## config.mk

```make
export PLATFORM = sky130hd
export DESIGN_NAME = flag_period_meter
export DESIGN_NICKNAME = d
export VERILOG_FILES = /design/src/rtl/flag_period_meter.sv
export SDC_FILE = /design/constraint.sdc
export NUM_CORES = 1
export LEC_CHECK = 0
export ABC_AREA = 1
export CAP_MARGIN = 25
export CORE_MARGIN = 3
export CORE_UTILIZATION = 52
export DETAILED_ROUTE_END_ITERATION = 10
export PLACE_DENSITY = 0.76
export SYNTH_ARGS = -nofsm -noshare
export SYNTH_HDL_FRONTEND = slang
export SYNTH_SLANG_ARGS = --single-unit
```

## constraint.sdc

```tcl
create_clock -name sys_clk -period 2.5 [get_ports sys_clk]
set_input_delay 0.25 -clock sys_clk [delete_from_list [all_inputs] [get_ports sys_clk]]
set_output_delay 0.25 -clock sys_clk [all_outputs]
set_load 0.05 [all_outputs]
```

## src/rtl/flag_period_meter.sv

```systemverilog
// Measures period and high time of a sys_clk-synchronous flag, and declares lock
// once EXP_PERIOD has been seen on LOCK_N consecutive periods.
module flag_period_meter #(
  parameter int CNT_W      = 16,
  parameter int EXP_PERIOD = 5,
  parameter int LOCK_N     = 4,
  parameter int TIMEOUT    = 1000
) (
  input  logic             sys_clk,
  input  logic             sys_rst,
  input  logic             sig_in,
  output logic [CNT_W-1:0] period,
  output logic [CNT_W-1:0] high_time,
  output logic             meas_valid,
  output logic             locked,
  output logic             timeout
);

  typedef enum logic {IDLE, MEAS} state_t;

  localparam logic [CNT_W-1:0] C_ONE     = CNT_W'(1);
  localparam logic [CNT_W-1:0] C_MAX     = '1;
  localparam logic [CNT_W-1:0] C_EXP     = CNT_W'(EXP_PERIOD);
  localparam logic [CNT_W-1:0] C_TO_LAST = CNT_W'(TIMEOUT - 1);
  localparam logic [3:0]       C_LOCK_N  = 4'(LOCK_N);

  state_t           r_state;
  logic             r_sig_d;
  logic [CNT_W-1:0] r_cnt;
  logic [CNT_W-1:0] r_hcnt;
  logic [3:0]       r_matchcnt;
  logic [CNT_W-1:0] r_period;
  logic [CNT_W-1:0] r_high_time;
  logic             r_meas_valid;
  logic             r_locked;
  logic             r_timeout;

  logic             w_rise;
  logic [CNT_W-1:0] w_cnt_p1;
  logic [3:0]       w_match_next;

  assign w_rise       = sig_in & ~r_sig_d;
  assign w_cnt_p1     = r_cnt + C_ONE;
  assign w_match_next = (r_matchcnt >= C_LOCK_N) ? C_LOCK_N : r_matchcnt + 4'd1;

  always_ff @(posedge sys_clk) begin
    if (sys_rst) begin
      r_state      <= IDLE;
      r_sig_d      <= 1'b0;
      r_cnt        <= '0;
      r_hcnt       <= '0;
      r_matchcnt   <= '0;
      r_period     <= '0;
      r_high_time  <= '0;
      r_meas_valid <= 1'b0;
      r_locked     <= 1'b0;
      r_timeout    <= 1'b0;
    end else begin
      r_sig_d      <= sig_in;
      r_meas_valid <= 1'b0;
      r_timeout    <= 1'b0;
      case (r_state)
        IDLE: begin
          if (w_rise) begin
            r_cnt   <= '0;
            r_hcnt  <= C_ONE;
            r_state <= MEAS;
          end
        end
        MEAS: begin
          // A rise on the timeout cycle is still a measurement, so it is tested first.
          if (w_rise) begin
            r_period     <= w_cnt_p1;
            r_high_time  <= (r_hcnt <= w_cnt_p1) ? r_hcnt : w_cnt_p1;
            r_meas_valid <= 1'b1;
            if (w_cnt_p1 == C_EXP) begin
              r_matchcnt <= w_match_next;
              r_locked   <= (w_match_next == C_LOCK_N);
            end else begin
              r_matchcnt <= '0;
              r_locked   <= 1'b0;
            end
            r_cnt  <= '0;
            r_hcnt <= C_ONE;
          end else if (r_cnt == C_TO_LAST) begin
            r_timeout  <= 1'b1;
            r_locked   <= 1'b0;
            r_matchcnt <= '0;
            r_state    <= IDLE;
          end else begin
            if (r_cnt != C_MAX) r_cnt <= w_cnt_p1;
            if (sig_in && (r_hcnt != C_MAX)) r_hcnt <= r_hcnt + C_ONE;
          end
        end
        default: r_state <= IDLE;
      endcase
    end
  end

  assign period     = r_period;
  assign high_time  = r_high_time;
  assign meas_valid = r_meas_valid;
  assign locked     = r_locked;
  assign timeout    = r_timeout;

endmodule

```

[Word-level counts from Yosys, hierarchy flattened]
Cells that the tools add are included.
Storage, ports and cells
  register bits: 73
  input bits: 3
Cells by class
  add/subtract/negate cells: 3
  magnitude comparators: 2
  eq/ne operators: 9
  mux-type cells: 23
  bitwise gates (word level): 3
  reductions and logical operators: 8
Operator list (count)
  $mux W16: 9
  $pmux W16 S2: 2
  $add A16 B1 Y16 const B: 2
  $ne A16 B16 Y1 const B: 2
  $eq A16 B10 Y1 const B: 1
  $eq A16 B3 Y1 const B: 1
  $le A16 B16 Y1: 1
  $mux W4: 4
  $mux W1: 7
  $ne A3 B1 Y1 const B: 2
  $reduce_and A3 Y1: 2
  $add A4 B1 Y4 const B: 1
  $eq A4 B3 Y1 const B: 1
  $ge A4 B3 Y1 const B: 1
  $reduce_and A2 Y1: 2
  $ne A3 B3 Y1 const B: 1
  $reduce_or A3 Y1: 1
  $ne A2 B2 Y1 const B: 1
  $not A1 Y1: 2
  $pmux W1 S2: 1
  $reduce_bool A2 Y1: 1
  $reduce_or A2 Y1: 1
  $and A1 B1 Y1: 1
  $logic_and A1 B1 Y1: 1

[Logic depth before layout (Yosys ltp)]
Gate-level depths: netlist (run 1).
  depth in word-level cells: 6
  depth in mapped cells: 22
  gate-level depth less buffers: 21

[Worst setup path after synthesis (run 1)]
Ideal clock, no wire load.
  path type: register to register
  from: register r_cnt[0]
  to: register r_high_time[6] (netlist: high_time[6])
  data arrival time: 2.566 ns
  required time: 2.368 ns
  setup slack: -0.199 ns
  stages on the path, launching flop included: 20
  path buffers: 1
  clock period less this slack: 2.699 ns
  cells stage by stage: dfxtp_1 -> ha_1 -> nand2_1 -> nor2_4 -> nand4_1 -> xor2_1 -> inv_1 -> ha_1 -> nand4_1 -> nor2_1 -> nand2_1 -> nor2_1 -> nand3_1 -> nand2_1 -> inv_2 -> nand2_4 -> buf_2 -> nand3_1 -> nand3_1 -> a21oi_1
On the way
  cells in the longest elaborated chain, start to end: 3
Ends and longest elaborated chain
  start: declaration: line 29  | logic [CNT_W-1:0] r_cnt;
  start signal: assignment: line 91  | if (r_cnt != C_MAX) r_cnt <= w_cnt_p1;
  $add A16 B1 Y16 (*): line 43  | assign w_cnt_p1 = r_cnt + C_ONE;
  $le A16 B16 Y1: line 74  | r_high_time <= (r_hcnt <= w_cnt_p1) ? r_hcnt : w_cnt_p1;
  $mux W16 (*): line 74
  end signal: assignment: line 74
  end: declaration: line 33  | logic [CNT_W-1:0] r_high_time;
Mark *: on every way between the ends. The rest lies on a longest branch, timed or not.
A chain may end at the register's enable or synchronous reset.

[Final worst setup path (run 1)]
  from: register r_cnt[0]
  to: register r_high_time[1] (netlist: high_time[1])
The elaborated chain is that of the path after synthesis.

==> results of run 1 <==
[metrics by stage]
stage	util	hold WS, ns	instances	instance area (um^2)	TNS (ns)
floorplan	-	0.3862	566	4020	-0.1647
global placement	0.6682	0.4348	744	4898	-3.531
detailed placement	0.6682	0.4366	744	4898	-4.070
CTS	0.7256	0.4493	776	5319	-3.590
global route	0.7380	0.4713	776	5410	-7.044
finish	0.7380	0.4504	776	5410	-4.751
[routing by layer]
metal,up-vias,part of all wire,track usage
met4,0,0.043,0.1612
li1,2072,-,-
met2,160,0.47,0.4747
met5,-,0,0
met1,1983,0.42,0.3734
met3,38,0.068,0.04586
[registers in the layout, indices dropped and copies added, names as in the netlist]
signal	cells
high_time	16
period	16
r_cnt	16
r_hcnt	16
r_matchcnt	4
locked	1
meas_valid	1
r_sig_d	1
r_state	1
timeout	1
[what timing repair did]
action                     4_1_cts  5_1_grt
pin swaps                       16        9
resized for setup               16       24
setup endpoints to repair       16       26
gates cloned                     3        1
hold endpoints to repair         0        0
buffers inserted                13        3
[cell usage in the layout (no fill, tap or decap), types with 2 or more instances in the layout]
master,instances
nand3_2,9
nand2_2,12
ha_1,16
or2_2,3
inv_2,3
o211ai_1,9
a21oi_1,54
ha_4,2
nand2_1,122
xnor2_1,2
a21oi_2,6
clkinv_1,2
dfxtp_2,6
nor2_4,3
inv_1,65
nor2_1,38
nor2_2,6
nor3_1,15
nand4_1,16
nand3_1,39
xor2_2,3
dfxtp_4,3
nand2_4,5
nand2_8,2
o21ai_0,16
xor2_1,10
clkinvlp_4,2
buf_4,71
clkdlybuf4s50_1,37
dfxtp_1,64
bufinv_16,2
clkbuf_8,9
o22ai_1,2
[final timing paths]
| check | startpoint | to | depth (start not counted) |
|---|---|---|---|
| min | r_matchcnt[3]$_SDFFE_PP0P_ | r_matchcnt[3]$_SDFFE_PP0P_ | 2 |
| min reg2reg | r_matchcnt[3]$_SDFFE_PP0P_ | r_matchcnt[3]$_SDFFE_PP0P_ | 2 |
| max | r_cnt[0]$_SDFFE_PP0P_ | high_time[1]$_SDFFE_PP0P_ | 19 |
| max reg2reg | r_cnt[0]$_SDFFE_PP0P_ | high_time[1]$_SDFFE_PP0P_ | 19 |
[cells by family (layout without fill, tap and decap cells)]
| logic type | after synthesis | after routing |
|---|---|---|
| buffers and inverters | 91 | 199 |
| xor gates and xnor gates | 16 | 16 |
| adders and majority gates | 18 | 18 |
| DFF | 73 | 73 |
| AOI/OAI and AO/OA | 94 | 94 |
| and+or+nand+nor | 274 | 277 |
[worst max-delay path, cell delays in order (launching register included)]
cell and delay, ns:
dfxtp_4 0.38, ha_4 0.15, nand2_4 0.06, nor2_4 0.11
nand4_1 0.21, xor2_2 0.24, inv_1 0.08, ha_1 0.28
nand4_1 0.12, nor2_1 0.11, nand2_1 0.07, nor2_2 0.12
nand3_1 0.12, nand2_2 0.12, inv_4 0.07, nand2_8 0.11
nand2_8 0.08, nand2_2 0.07, nand3_1 0.08, a21oi_1 0.15
[synthesized netlist by cell type, types with 2 or more instances]
master and instances:
a211oi_1 2, a21oi_1 60, buf_2 3, clkbuf_1 13, clkinv_1 3, dfxtp_1 73, ha_1 18, inv_1 66
inv_2 3, nand2_1 133, nand2_2 3, nand2_4 2, nand3_1 46, nand3_2 3, nand4_1 16, nor2_1 42
nor2_2 3, nor2_4 2, nor3_1 15, o211ai_1 9, o21ai_0 17, o22ai_1 2, or2_2 3, xnor2_1 3
xor2_1 12
[area by class of cell]
cell class,instances,area (um^2),area share
timing repair buffer,110,934.6,0.1728
inverter,72,276.5,0.05111
multi-input combinational,405,2372,0.4385
sequential,73,1480,0.2736
tap,99,123.9,0.02290
clock buffer,10,127.6,0.02359
clock inverter,6,90.09,0.01665
timing repair inverter,1,5.005,0.0009251
[power by group through the flow]
stage | combinational (mW) | clock [mW] | sequential (mW)
final | 0.505 | 1.04 | 1.21
after global routing | 0.542 | 1.09 | 1.21
after CTS | 0.478 | 1.05 | 1.21
after detailed placement | 0.417 | 0 | 1.23
after global placement | 0.410 | 0 | 1.23
after floorplan | 0.220 | 0 | 1.32
==> out/results.ini, run 1 <==
[routing]
routed_via_density = 5.481
via_count = 4253
detail_route.first_pass.iterations = 5
drt_iter0_drc = 307
postRouteAntennaNets = 0
wl_per_cell_um = 15.95
drcViolationCount = 0
routed_wl_um = 12380

[die]
ios = 38
floorplan.rows = 31
die_y_um = 93.24
die_area_um2 = 8694
core-area_um2 = 7331
die_x_um = 93.24
start_util = 0.5399

[worst_setup_path]
required_ns = 2.79
critPathMaxFanout = 8
crit_path_end_kind = flip-flop
worstPathArrival_ns = 3.11
cp-start-kind = flip-flop
crit_type = flip-flop to flip-flop
ff2ff_setup_slack_ns = -0.32

[sta]
rsz0062_at_grt = true
finalCritPeriodShare = 1.128
worst_slew_pin_slew_ns = 0.6132
clock_skew_ns = 0.01093
fin_ws_ns = -0.3194
hold_viol = 0
max_freq_ghz = 0.3547
relSlewSlack = 0.5907
report.final.setup_viol = 16
layout_min_cycle_time_ns = 2.819
slew_violations = 0

[global_route]
grt_usage = 0.2937
grt_pass1_vias = 4012
antenna_found_initial = 0
grt-ovfl-total = 0
grt_pass1_wl_um = 19820
grt_max_degree = 53

[synthesis]
synth-seq-cells = 73
yosys_warnings = 0
synth_cells = 566
syn-num-nets = 587
synth_cell_type_count = 39
synth-compound-area-share = 0.1312
synth_top_area_frac = 0.3693
ys_seq_area_frac = 0.3693
netlist_area_um2 = 3958
synth_top_cell_by_area = dfxtp_1
syn_area_per_cell_um2 = 6.992
synth_flop_cell = dfxtp_1
synth_async_sr_flop_share = 0
synth-xor-area-share = 0.03731
yosys.area_share.adder = 0.05691
synth_mux_area_frac = 0
synth_top_family_by_area = simple AND/OR/NAND/NOR gates
synth-simple-area-share = 0.3152
synth-edff-count = 0
yosys-top-cells-area = dfxtp_1 (37%), nand2_1 (13%), a21oi_1 (7.6%)

[power_and_ir_drop]
p_leak_nw = 2.200
p_seq_frac = 0.439
p_sw_frac = 0.3040
power_density_nw_per_um2 = 508.7
ir_drop_v = 0.0003060
switching_power_uw = 836.6
p_total_mw = 2.752
power_frac_clock = 0.378
pwr-share-comb = 0.183
cellInternalPower_mw = 1.916

[layout]
layout-drive-gt1-share = 0.2378
num_antenna_cells = 0
num-fill-cells = 548
syn_to_final_growth_pct = 36.71
nets = 693

[run]
max-cap-violations = 0

[clocking]
numClockSinks = 73
cts_root_buf = clkbuf_8
clock_latency_ns = 0.36
cts-htree-levels = 3
cts_tree = done
cts_hold_buffers = 0
clkTransAtPathRegs_ns = 0.09
cts_buffers = 9
cts_buffer_depth = 2

[status]
violations = setup timing
status = complete, but fails checks

[placed_design]
hpwl_um = 8824
place_ws_ns = -0.3024
place.gp.congestion = 0.9762
io_buffers = 37

[hold_path]
hold_class = flip-flop to flip-flop

No activity file was read; power rests on OpenSTA's default activity.
==> run 2: changes to the inputs <==
--- a/config.mk
+++ b/config.mk
@@ -8,9 +8,9 @@
 export ABC_AREA = 1
 export CAP_MARGIN = 25
 export CORE_MARGIN = 3
-export CORE_UTILIZATION = 52
+export CORE_UTILIZATION = 57
 export DETAILED_ROUTE_END_ITERATION = 10
-export PLACE_DENSITY = 0.76
+export PLACE_DENSITY = 0.8
 export SYNTH_ARGS = -nofsm -noshare
 export SYNTH_HDL_FRONTEND = slang
 export SYNTH_SLANG_ARGS = --single-unit
==> constraint.sdc (replaced) <==
create_clock -name sys_clk -period 2.9 [get_ports sys_clk]
set_input_delay 0.29 -clock sys_clk [delete_from_list [all_inputs] [get_ports sys_clk]]
set_output_delay 0.29 -clock sys_clk [all_outputs]
set_load 0.05 [all_outputs]
==> out/results.ini, run 2 (synthesized netlist as in run 1, its figures left out) <==
[clocking]
clock_latency_ns = 0.36  ; about the same
cts_buffer_depth = 2  ; unchanged
numClockSinks = 73  ; unchanged
cts_root_buf = clkbuf_8  ; unchanged
clkTransAtPathRegs_ns = 0.08  ; was 0.09 ns
cts-htree-levels = 3  ; unchanged
cts_hold_buffers = 0  ; unchanged
cts_buffers = 9  ; unchanged
cts_tree = done  ; unchanged

[die]
die_y_um = 89.33  ; was 93.24 um
start_util = 0.6059  ; was 0.5399
die_x_um = 89.33  ; was 93.24 um
floorplan.rows = 29  ; was 31
die_area_um2 = 7979  ; was 8694 um^2
core-area_um2 = 6531  ; was 7331 um^2
ios = 38  ; unchanged

[worst_setup_path]
worstReg2RegEnd = high_time[6]$_SDFFE_PP0P_  ; was high_time[1]$_SDFFE_PP0P_
reg2regPathDepth = 17  ; was 19
critPathMaxFanout = 6  ; was 8
cp_top_family = simple AND/OR/NAND/NOR gates  ; unchanged
worstPathArrival_ns = 3.30  ; was 3.11 ns
worst_path_max_delay_cell = dfxtp_4  ; unchanged
path_buf_inv = 2  ; unchanged
required_ns = 3.20  ; was 2.79 ns
cp.depth = 17  ; was 19
slowest_delay_ns = 0.38  ; about the same
cp-start-kind = flip-flop  ; unchanged
crit_end = high_time[6]$_SDFFE_PP0P_  ; was high_time[1]$_SDFFE_PP0P_
reg2reg_from = r_cnt[1]$_SDFFE_PP0P_  ; was r_cnt[0]$_SDFFE_PP0P_
path_cells = ha_4, nand2_4, nor2_4, nand4_1, nor2_2, xor2_2, ha_1, buf_4, nand2_1, nor2_1, a211oi_2, nand2_2, clkinv_4, nand2_8, nand3_1, nand3_2, a21oi_1  ; was ha_4, nand2_4, nor2_4, nand4_1, xor2_2, inv_1, ha_1, nand4_1, nor2_1, nand2_1, nor2_2, nand3_1, nand2_2, inv_4, nand2_8, nand2_8, nand2_2, nand3_1, a21oi_1
ff2ff_setup_slack_ns = -0.10  ; was -0.32 ns
crit_type = flip-flop to flip-flop  ; unchanged
crit_path_end_kind = flip-flop  ; unchanged
crit_start = r_cnt[1]$_SDFFE_PP0P_  ; was r_cnt[0]$_SDFFE_PP0P_

[routing]
routed_via_density = 6.071  ; was 5.481
wl_per_cell_um = 18.15  ; was 15.95 um
routed_wl_um = 13220  ; was 12380 um
postRouteAntennaNets = 0  ; unchanged
detail_route.first_pass.iterations = 5  ; unchanged
drcViolationCount = 0  ; unchanged
drt_iter0_drc = 397  ; was 307
via_count = 4420  ; was 4253

[status]
status = complete, but fails checks  ; unchanged
violations = setup timing  ; unchanged

[sta]
slew_violations = 0  ; unchanged
finalCritPeriodShare = 1.035  ; was 1.128
hold_viol = 0  ; unchanged
max_freq_ghz = 0.3332  ; was 0.3547 GHz
rsz0062_at_grt = true  ; unchanged
worst_slew_pin_slew_ns = 0.6841  ; was 0.6132 ns
report.final.setup_viol = 16  ; unchanged
clock_skew_ns = 0.007326  ; was 0.01093 ns
fin_ws_ns = -0.1014  ; was -0.3194 ns
relSlewSlack = 0.5435  ; was 0.5907
layout_min_cycle_time_ns = 3.001  ; was 2.819 ns

[power_and_ir_drop]
power_density_nw_per_um2 = 441.7  ; was 508.7 nW/um^2
p_leak_nw = 2.062  ; was 2.200 nW
ir_drop_v = 0.0003399  ; was 0.0003060 V

[layout]
num_antenna_cells = 0  ; unchanged
mostFrequentLayoutCell = nand2_1  ; unchanged
layout-drive-gt1-share = 0.2028  ; was 0.2378
fin_area_um2 = 5162  ; was 5410 um^2
syn_to_final_growth_pct = 30.45  ; was 36.71%
num-fill-cells = 456  ; was 548
nets = 668  ; was 693
final_cell_mix = nand2_1 (122), inv_1 (66), dfxtp_1 (66), a21oi_1 (57), buf_4 (46)  ; was nand2_1 (122), buf_4 (71), inv_1 (65), dfxtp_1 (64), a21oi_1 (54)

[hold_path]
hold_class = flip-flop to flip-flop  ; unchanged

[global_route]
grt_usage = 0.3140  ; was 0.2937
grt_max_degree = 50  ; was 53
grt_pass1_vias = 3932  ; was 4012
antenna_found_initial = 0  ; unchanged
grt-ovfl-total = 0  ; unchanged
grt_pass1_wl_um = 18950  ; was 19820 um

[placed_design]
hpwl_um = 8703  ; was 8824 um
io_buffers = 37  ; unchanged
place_ws_ns = -0.1100  ; was -0.3024 ns
placed_area_um2 = 4563  ; was 4898 um^2
place.gp.congestion = 0.9555  ; was 0.9762

[run]
max-cap-violations = 0  ; unchanged

[run 2: worst reg2reg max path, cell delays in order (launching register included)]
cell and delay [ns]:
dfxtp_4 0.38, ha_4 0.15, nand2_4 0.07, nor2_4 0.13, nand4_1 0.21, nor2_2 0.24, xor2_2 0.22, ha_1 0.28
buf_4 0.14, nand2_1 0.07, nor2_1 0.06, a211oi_2 0.28, nand2_2 0.11, clkinv_4 0.10, nand2_8 0.09, nand3_1 0.16
nand3_2 0.11, a21oi_1 0.13
[run 2: metal layers]
layer,vias to the layer above,wire [um],global-route usage
li1,2023,-,-
met1,1999,4776,0.3776
met2,301,6044,0.5211
met3,97,1486,0.05714
met4,0,908,0.1854
met5,-,0,0
[run 2: layout make-up]
| type | instances | area [um^2] | share of cell area |
|---|---|---|---|
| clock buffer | 10 | 137.6 | 0.02666 |
| clock inverter | 5 | 56.30 | 0.01091 |
| inverter | 72 | 279.0 | 0.05405 |
| multi-input combinational | 405 | 2370 | 0.4590 |
| sequential | 73 | 1480 | 0.2867 |
| tap | 77 | 96.34 | 0.01866 |
| timing repair buffer | 85 | 738.2 | 0.1430 |
| timing repair inverter | 1 | 5.005 | 0.0009695 |
[run 2: per-stage QoR]
| stage | cells | hold WS [ns] | util | setup TNS (ns) | total power [mW] |
|---|---|---|---|---|---|
| 2_1_floorplan | 566 | 0.4246 | - | 0 | 1.319 |
| 3_3_place_gp | 690 | 0.4357 | 0.6987 | -0.05851 | 1.407 |
| 3_5_place_dp | 690 | 0.4490 | 0.6987 | -1.157 | 1.412 |
| 4_1_cts | 712 | 0.4634 | 0.7421 | 0 | 2.203 |
| 5_1_grt | 728 | 0.4865 | 0.7904 | -3.181 | 2.355 |
| 6_report | 728 | 0.4566 | 0.7904 | -1.036 | 2.280 |
[run 2: how the worst min path moves through the flow]
stage / start / endpoint / cells past startpoint
2_1_floorplan: r_matchcnt[3]$_SDFFE_PP0P_ / r_matchcnt[3]$_SDFFE_PP0P_ / 2
3_3_place_gp: r_matchcnt[3]$_SDFFE_PP0P_ / r_matchcnt[3]$_SDFFE_PP0P_ / 2
3_5_place_dp: r_matchcnt[3]$_SDFFE_PP0P_ / r_matchcnt[3]$_SDFFE_PP0P_ / 2
4_1_cts: r_matchcnt[3]$_SDFFE_PP0P_ / r_matchcnt[3]$_SDFFE_PP0P_ / 2
5_1_grt: high_time[4]$_SDFFE_PP0P_ / high_time[4]$_SDFFE_PP0P_ / 2
6_report: r_matchcnt[3]$_SDFFE_PP0P_ / r_matchcnt[3]$_SDFFE_PP0P_ / 2
[run 2: power breakdown]
group / internal (mW) / switching, mW
clock: 0.414 / 0.392
combinational: 0.134 / 0.298
sequential: 1.02 / 0.0176
total: 1.57 / 0.708
[run 2: timing repair]
item | 4_1_cts | 5_1_grt
gates resized for setup | 8 | 50
endpoints found under the setup margin | 16 | 25
setup buffers | 7 | 12
pin swaps | 3 | 23
cloned | 0 | 4
==> run 3: changes to the inputs <==
--- a/config.mk
+++ b/config.mk
@@ -8,9 +8,9 @@
 export ABC_AREA = 1
 export CAP_MARGIN = 25
 export CORE_MARGIN = 3
-export CORE_UTILIZATION = 57
+export CORE_UTILIZATION = 62
 export DETAILED_ROUTE_END_ITERATION = 10
-export PLACE_DENSITY = 0.8
+export PLACE_DENSITY = 0.85
 export SYNTH_ARGS = -nofsm -noshare
 export SYNTH_HDL_FRONTEND = slang
 export SYNTH_SLANG_ARGS = --single-unit
==> constraint.sdc (replaced) <==
create_clock -name sys_clk -period 3.86 [get_ports sys_clk]
set_input_delay 0.386 -clock sys_clk [delete_from_list [all_inputs] [get_ports sys_clk]]
set_output_delay 0.386 -clock sys_clk [all_outputs]
set_load 0.05 [all_outputs]
==> out/results.ini, run 3 (synthesized netlist as in run 1, its figures left out) <==
[status]
status = finished clean  ; was complete, but fails checks

[clocking]
cts-htree-levels = 3  ; unchanged
cts_buffer_depth = 2  ; unchanged
cts_root_buf = clkbuf_8  ; unchanged
cts_hold_buffers = 0  ; unchanged
ctsResizeCount = 0  ; was 8
cts_buffers = 9  ; unchanged
cts_tree = done  ; unchanged
clkTransAtPathRegs_ns = 0.09  ; was 0.08 ns
numClockSinks = 73  ; unchanged
cts_setup_buffers = 0  ; was 7
clock_latency_ns = 0.36  ; about the same

[sta]
rsz0062_at_grt = false  ; was true
layout_min_cycle_time_ns = 3.273  ; was 3.001 ns
finalCritPeriodShare = 0.8478  ; was 1.035
fin_tns_setup_ns = 0  ; was -1.036 ns
slew_violations = 0  ; unchanged
worst_slew_pin_slew_ns = 0.7224  ; was 0.6841 ns
clock_skew_ns = 0.01470  ; was 0.007326 ns
hold_viol = 0  ; unchanged
report.final.setup_viol = 0  ; was 16
relSlewSlack = 0.5169  ; was 0.5435
max_freq_ghz = 0.3056  ; was 0.3332 GHz

[layout]
layout-drive-gt1-share = 0.07591  ; was 0.2028
syn_to_final_growth_pct = 17.04  ; was 30.45%
num_antenna_cells = 0  ; unchanged
nets = 622  ; was 668
mostFrequentLayoutCell = nand2_1  ; unchanged
fin_util = 0.7642  ; was 0.7904
final_cell_mix = nand2_1 (133), dfxtp_1 (73), inv_1 (66), a21oi_1 (60), nand3_1 (46)  ; was nand2_1 (122), inv_1 (66), dfxtp_1 (66), a21oi_1 (57), buf_4 (46)

[power_and_ir_drop]
ir_drop_v = 0.0002982  ; was 0.0003399 V
p_total_mw = 1.777  ; was 2.280 mW
p_leak_nw = 1.825  ; was 2.062 nW
power_density_nw_per_um2 = 383.7  ; was 441.7 nW/um^2

[global_route]
grt_pass1_wl_um = 18530  ; was 18950 um
grt-ovfl-total = 0  ; unchanged
grt_max_degree = 47  ; was 50
antenna_found_initial = 0  ; unchanged
grt_usage = 0.3210  ; was 0.3140
grt_pass1_vias = 3830  ; was 3932

[worst_setup_path]
worstPathArrival_ns = 3.51  ; was 3.30 ns
cp-start-kind = flip-flop  ; unchanged
crit_type = flip-flop to flip-flop  ; unchanged
critPathMaxFanout = 17  ; was 6
required_ns = 4.10  ; was 3.20 ns
crit_path_end_kind = flip-flop  ; unchanged

[die]
ios = 38  ; unchanged
die_y_um = 85.90  ; was 89.33 um
die_area_um2 = 7378  ; was 7979 um^2
die_x_um = 85.90  ; was 89.33 um
start_util = 0.6530  ; was 0.6059
core-area_um2 = 6061  ; was 6531 um^2
floorplan.rows = 28  ; was 29

[routing]
postRouteAntennaNets = 0  ; unchanged
via_count = 4014  ; was 4420
routed_wl_um = 11180  ; was 13220 um
drt_iter0_drc = 369  ; was 397
wl_per_cell_um = 16.41  ; was 18.15 um
routed_via_density = 5.894  ; was 6.071
detail_route.first_pass.iterations = 5  ; unchanged
drcViolationCount = 0  ; unchanged

[run]
max-cap-violations = 0  ; unchanged

[placed_design]
place.gp.congestion = 0.9767  ; was 0.9555
hpwl_um = 7971  ; was 8703 um
io_buffers = 37  ; unchanged

[hold_path]
hold_class = flip-flop to flip-flop  ; unchanged

## run 3: cell count changes in the layout (fill, tap and decap cells not counted), sizes merged
cell	change
bufinv	+2
buf	-42
inv	+1
nand2	-3
clkinvlp	-3
## run 3: path summary, 6_finish.rpt
kind / startpoint / endpoint / slack, ns / depth (start not counted)
worst max register to register: r_cnt[0]$_SDFFE_PP0P_ / high_time[6]$_SDFFE_PP0P_ / 0.59 / 16
worst max-delay path: r_cnt[0]$_SDFFE_PP0P_ / high_time[6]$_SDFFE_PP0P_ / 0.59 / 16
worst min-delay path: r_matchcnt[3]$_SDFFE_PP0P_ / r_matchcnt[3]$_SDFFE_PP0P_ / 0.46 / 2
worst min register to register: r_matchcnt[3]$_SDFFE_PP0P_ / r_matchcnt[3]$_SDFFE_PP0P_ / 0.46 / 2
## run 3: where the power goes
group          leakage, nW  total (mW)  internal [mW]  switching, mW
clock                0.121       0.733          0.433          0.300
sequential           0.591       0.784          0.772         0.0127
combinational         1.11       0.260         0.0727          0.188
total                 1.82        1.78           1.28          0.500
## run 3: final cells by class
cell class	count	area, um^2
well taps	75	93.84
repair buffers	43	415.4
clock buffers	10	127.6
inverters	72	270.3
fillers	468	1429
multi-input cells	402	2147
clock inverters	6	116.4
flip-flops and latches	73	1461
## run 3: layer usage
layer  vias to the layer above  GRT usage  routed length [um]  part of all wire
met4                         0     0.1655                 386             0.035
li1                       1934          -                   -                 -
met2                       224     0.5228                5211              0.47
met3                        36    0.05476                 883             0.079
met1                      1820     0.4068                4695              0.42
met5                         -          0                   0                 0
## run 3: critical path, stage by stage, from the launching register on
cell	delay, ns
dfxtp_1	0.40
ha_1	0.19
nand2_1	0.16
nor2_4	0.18
nand4_1	0.17
nor2_1	0.16
xor2_1	0.42
ha_1	0.22
nand4_1	0.10
nor2_1	0.10
nand2_1	0.06
nor2_1	0.17
nand3_2	0.32
nand2_4	0.28
nand2_1	0.07
nand3_1	0.09
a21oi_1	0.07
## run 3: stage by stage
| step | hold WS (ns) | worst slack [ns] | instance area [um^2] | cells |
|---|---|---|---|---|
| after floorplan | 0.4246 | 1.161 | 3958 | 566 |
| after global placement | 0.4342 | 0.7622 | 4388 | 665 |
| after detailed placement | 0.4438 | 0.6515 | 4388 | 665 |
| after CTS | 0.4571 | 0.6493 | 4632 | 681 |
| after global routing | 0.4758 | 0.2415 | 4632 | 681 |
| final | 0.4559 | 0.5875 | 4632 | 681 |
